`src/rtl/program_loader.sv`:
```
// Boot loader: streams a framed program image into instruction memory,
// holding the core in reset until the image checksum verifies.
module program_loader #(
  parameter int          DEPTH     = 64,
  parameter logic [63:0] BASE_ADDR = 64'd0
) (
  input  logic        clk,
  input  logic        reset,
  input  logic        rx_valid,
  input  logic [7:0]  rx_data,
  output logic        rx_ready,
  input  logic        reload,
  output logic        imem_we,
  output logic [63:0] imem_addr,
  output logic [31:0] imem_wdata,
  output logic        cpu_reset,
  output logic        done,
  output logic        error
);

  typedef enum logic [2:0] {
    S_HDR0,
    S_HDR1,
    S_DATA,
    S_CHECK,
    S_RUN,
    S_ERR
  } state_t;

  localparam logic [16:0] DEPTH_W = 17'(DEPTH);

  state_t      state;
  state_t      next;
  logic        live;
  logic [7:0]  n_lo;
  logic [15:0] n_words;
  logic [15:0] wcnt;
  logic [1:0]  idx;
  logic [23:0] part;
  logic [7:0]  sum;
  logic [63:0] wr_addr;

  logic        loading;
  logic        take;
  logic        restart;
  logic [15:0] n_full;
  logic        too_big;
  logic        last_word;

  assign loading   = (state == S_HDR0) || (state == S_HDR1) ||
                     (state == S_DATA) || (state == S_CHECK);
  assign rx_ready  = live && loading;
  assign take      = rx_valid && rx_ready;
  assign restart   = reload && ((state == S_RUN) || (state == S_ERR));
  assign n_full    = {rx_data, n_lo};
  assign too_big   = {1'b0, n_full} > DEPTH_W;
  assign last_word = (wcnt + 16'd1) == n_words;

  assign done      = (state == S_RUN);
  assign error     = (state == S_ERR);
  assign cpu_reset = (state != S_RUN);

  // State register
  always_ff @(posedge clk or negedge reset) begin
    if (!reset) state <= S_HDR0;
    else        state <= next;
  end

  // Frame sequencing
  always_comb begin
    next = state;
    unique case (state)
      S_HDR0: if (take) next = S_HDR1;
      S_HDR1: begin
        if (take) begin
          if (too_big)            next = S_ERR;
          else if (n_full == '0)  next = S_CHECK;
          else                    next = S_DATA;
        end
      end
      S_DATA: begin
        if (take && idx == 2'd3 && last_word)
          next = S_CHECK;
      end
      S_CHECK: begin
        if (take) next = (rx_data == sum) ? S_RUN : S_ERR;
      end
      S_RUN, S_ERR: if (reload) next = S_HDR0;
      default: next = S_HDR0;
    endcase
  end

  // Word assembly, checksum and memory write port
  always_ff @(posedge clk or negedge reset) begin
    if (!reset) begin
      live       <= 1'b0;
      n_lo       <= '0;
      n_words    <= '0;
      wcnt       <= '0;
      idx        <= '0;
      part       <= '0;
      sum        <= '0;
      wr_addr    <= BASE_ADDR;
      imem_we    <= 1'b0;
      imem_addr  <= BASE_ADDR;
      imem_wdata <= '0;
    end else begin
      live    <= 1'b1;
      imem_we <= 1'b0;
      if (restart) begin
        n_words <= '0;
        wcnt    <= '0;
        idx     <= '0;
        part    <= '0;
        sum     <= '0;
        wr_addr <= BASE_ADDR;
      end else if (take) begin
        if (state != S_CHECK) sum <= sum ^ rx_data;
        if (state == S_HDR0) n_lo <= rx_data;
        if (state == S_HDR1) n_words <= n_full;
        if (state == S_DATA) begin
          if (idx == 2'd3) begin
            imem_we    <= 1'b1;
            imem_addr  <= wr_addr;
            imem_wdata <= {rx_data, part};
            wr_addr    <= wr_addr + 64'd4;
            wcnt       <= wcnt + 16'd1;
            idx        <= '0;
          end else begin
            part <= {rx_data, part[23:8]};
            idx  <= idx + 2'd1;
          end
        end
      end
    end
  end

endmodule

```
`config.mk`:
```
export PLATFORM = sky130hd
export DESIGN_NAME = program_loader
export DESIGN_NICKNAME = d
export VERILOG_FILES = /design/src/rtl/program_loader.sv
export SDC_FILE = /design/constraint.sdc
export NUM_CORES = 1
export LEC_CHECK = 0
export CELL_PAD_IN_SITES_DETAIL_PLACEMENT = 0
export CELL_PAD_IN_SITES_GLOBAL_PLACEMENT = 1
export CORE_AREA = 4 4 180 165
export CTS_CLUSTER_DIAMETER = 50
export CTS_CLUSTER_SIZE = 40
export DETAILED_ROUTE_END_ITERATION = 6
export DIE_AREA = 0 0 184 169
export GPL_TIMING_DRIVEN = 0
export PLACE_DENSITY_LB_ADDON = 0.1
export SYNTH_ARGS = -nofsm -noshare
export SYNTH_HDL_FRONTEND = slang
export SYNTH_SLANG_ARGS = --single-unit
export TNS_END_PERCENT = 20
```
`constraint.sdc`:
```
create_clock -name clk -period 2.65 [get_ports clk]
set_input_delay 0.3975 -clock clk [delete_from_list [all_inputs] [get_ports clk]]
set_output_delay 0.3975 -clock clk [all_outputs]
set_load 0.005 [all_outputs]
```
==> results.sh <==
export IMPL_grt_pass1_wl_um=48500
export IMPL_synth_top_area_cell="dfrtp_1"
export IMPL_synth_distinct_cells=58
export IMPL_max_cap_violations=0
export IMPL_synth_seq_area_share_pct=54.8
export IMPL_syn_cell_area_sq_um=10700
export IMPL_total_power_uw=9180
export IMPL_synth_top_area_share_pct=54.8
export IMPL_cts_tree="done"
export IMPL_rows=58
export IMPL_coreArea_sq_um=27700
export IMPL_place_area_sq_um=12300
export IMPL_ys_flop_type="dfrtp_1"
export IMPL_dieWidth_um=184
export IMPL_io_pins=113
export IMPL_wl_per_cell_um=17.1
export IMPL_period_share_pct=98.0
export IMPL_tightest_slew_ns=0.739
export IMPL_hpwlAfterDp_um=20300
export IMPL_finalCriticalPeriod_ns=2.60
export IMPL_skew_ns=0.00935
export IMPL_hold_class="primary input to flip-flop"
export IMPL_antenna_found_initial=0
export IMPL_drive_gt1_share_pct=8.07
export IMPL_drtAntennaViolNets=0
export IMPL_overflow=0
export IMPL_gp_congestion=0.810
export IMPL_grt_use_total_pct=19.0
export IMPL_register_area_sq_um=5880
export IMPL_die_h_um=169
export IMPL_critPathLaunch="state[2]"
export IMPL_drt_total_wl_um=29700
export IMPL_fillers=2719
export IMPL_async_flop_share_pct=100
export IMPL_cts_buffers=31
export IMPL_synthCells=1208
export IMPL_r2r_slack_ns=0.05
export IMPL_setup_viol=0
export IMPL_rsz0062_at_grt="true"
export IMPL_rr_worst_depth=10
export IMPL_multi_input_area_sq_um=4590
export IMPL_max_freq_mhz=385
export IMPL_place_ws_ns=-1.04
export IMPL_synth_most_common_cell="nand2_1"
export IMPL_power_switching_uw=2370
export IMPL_slew_headroom_pct=50.7
export IMPL_htreeDepth=1
export IMPL_cts_sinks=235
export IMPL_timing_final_max_slew_violations=0
export IMPL_status="finished clean"
export IMPL_drt_pass1_iterations=5
export IMPL_layout_setup_ws_ns=0.0526
export IMPL_synth_area_top_cells="dfrtp_1 55%, nand2_1 14%, o21ai_0 4.3%, nand3_1 3.2%, clkbuf_1 2.2%"
export IMPL_port_buffers=104
export IMPL_worstReg2RegEnd="wr_addr[57]"
export IMPL_dieArea_sq_um=31100
export IMPL_leakage_uw=0.00622
export IMPL_grt_max_degree=115
export IMPL_n_antenna_cell=0
export IMPL_final_hold_viol_count=0
export IMPL_vias=8863
export IMPL_swShare_pct=25.8
export IMPL_cts_buffer_depth=3
export IMPL_cp_end_kind="flip-flop"
export IMPL_cp_endpoint="wr_addr[57]"
export IMPL_syn2layout_area_growth_pct=26.3
export IMPL_worst_setup_path_start_kind="flip-flop"
export IMPL_critPathKind="flip-flop to flip-flop"
export IMPL_hold_slack_ns=0.171
export IMPL_netlist_top_cells_count="389 x nand2_1, 235 x dfrtp_1, 93 x o21ai_0"
export IMPL_initial_core_util_pct=38.7
export IMPL_power_frac_clock_pct=49.0
export IMPL_p_int_uw=6810
export IMPL_post_route_drc_count=0
export IMPL_worst_path_max_fanout=9
export IMPL_yosysWarnings=0
export IMPL_cts_root_buffer_cell="clkbuf_16"
export IMPL_synth_edf_count=0
export IMPL_clkTransAtPathRegs_ns=0.07
export IMPL_avgSynthCellArea_sq_um=8.88
export IMPL_vias_per_cell=5.11
export IMPL_clock_latency_ns=0.55
export IMPL_r2r_start="state[2]"
export IMPL_pwr_share_comb_pct=8.3
export IMPL_p_seq_share_pct=42.7
export IMPL_dp_cells=1675
export IMPL_synth_seq_cells=235
export IMPL_design_area_sq_um=13500
export IMPL_stdcell_count=1735
export IMPL_drtIter0Drc=572
export IMPL_cp_required_ns=3.08
export IMPL_peakVddDrop_mv=0.412
export IMPL_power_density_nw_per_um2=677
export IMPL_grt_pass1_vias=8837
export IMPL_layout_nets=1366
export IMPL_arrival_ns=3.03
[per-stage QoR]
stage / setup TNS [ns] / utilization [%]
after floorplan: 0 / -
after global placement: -2302.65 / 44.1
after detailed placement: -76.47 / 44.3
after CTS: 0 / 48.7
after global routing: -0.646 / 48.9
final: 0 / 48.9
[flip-flops by register name (all words and copies together), names as in the netlist, 3 cells and up]
register	flops
wr_addr	62
sum	8
n_lo	8
imem_addr	62
part	24
wcnt	16
imem_wdata	32
state	3
n_words	16
[power by group through the flow]
stage          Clock, uW  Combinational (uW)  Sequential, uW
2_1_floorplan          0                 522            3940
3_3_place_gp           0                 749            3980
3_5_place_dp           0                 771            3980
4_1_cts             4600                 778            3920
5_1_grt             4770                 865            3940
6_report            4500                 764            3920
[layer usage]
metal  global-route usage [%]  part of all wire [%]  vias to the layer above
met1                     27.1                    48                     4250
met4                     3.95                   1.7                        0
met2                     30.8                    46                      185
met5                        0                     0                        -
li1                         -                     -                     4392
met3                     2.99                   4.2                       36
[layout make-up]
type,instances,share of cell area [%]
Sequential cell,235,43.4
Timing Repair Buffer,112,8.48
Clock buffer,32,5.83
Inverter,15,0.416
Clock inverter,25,2.40
Tap cell,360,3.32
Multi-Input combinational cell,885,33.9
Buffer,71,2.23
[cells by family (layout without fill, tap and decap cells)]
| logic type | Yosys count | in the layout | synth area share [%] |
|---|---|---|---|
| AOI/OAI and AO/OA | 194 | 194 | 10.5 |
| xor gates and xnor gates | 34 | 34 | 2.77 |
| adders and majority gates | 3 | 3 | 0.350 |
| buffers and inverters | 89 | 255 | 3.29 |
| DFF | 235 | 235 | 54.8 |
| muxes | 26 | 26 | 2.52 |
| other | 2 | 3 | 0.0700 |
| and+or+nand+nor | 625 | 625 | 25.7 |
[critical path, stage by stage (launching register included)]
cell     delay [ns]
dfrtp_1        0.36
buf_2          0.17
and3b_1        0.23
buf_6          0.14
nand3_4        0.12
nor3_4         0.29
nand4_4        0.16
or3_1          0.38
buf_2          0.18
or3_1          0.33
mux2i_1        0.12
[worst min path at each step]
stage | start | end | slack [ns] | cells after the start
floorplan | reset | idx[0] | 0.10 | 0
global placement | imem_wdata[27] | imem_wdata[27] | 0.45 | 2
detailed placement | reset | imem_addr[27] | 0.34 | 1
CTS | rx_data[3] | part[19] | 0.14 | 3
global route | rx_data[3] | imem_wdata[27] | 0.17 | 3
finish | rx_data[3] | part[19] | 0.17 | 3
[timing repair]
item | 4_1_cts | 5_1_grt
setup endpoints to repair | 131 | 120
buffers inserted | 2 | 3
pin swaps | 1 | 3
hold endpoints to repair | 49 | 0
hold buffers | 1 | 0
gates cloned | 0 | 0
resized for setup | 15 | 16
[cells in the final DEF, fill, tap and decap left out, types with 16 or more instances in the layout]
master	synthesis	layout
mux2i_1	18	18
dfrtp_1	235	233
o31ai_1	16	16
clkbuf_1	63	53
a21oi_1	40	40
o21ai_0	93	93
nand4_1	25	25
nand2_1	389	389
clkdlybuf4s50_1	0	103
nand3_1	68	67
nor2_1	61	61
clkbuf_16	0	31
xnor2_1	22	22
Note: power is estimated with default switching activity, not from simulation.
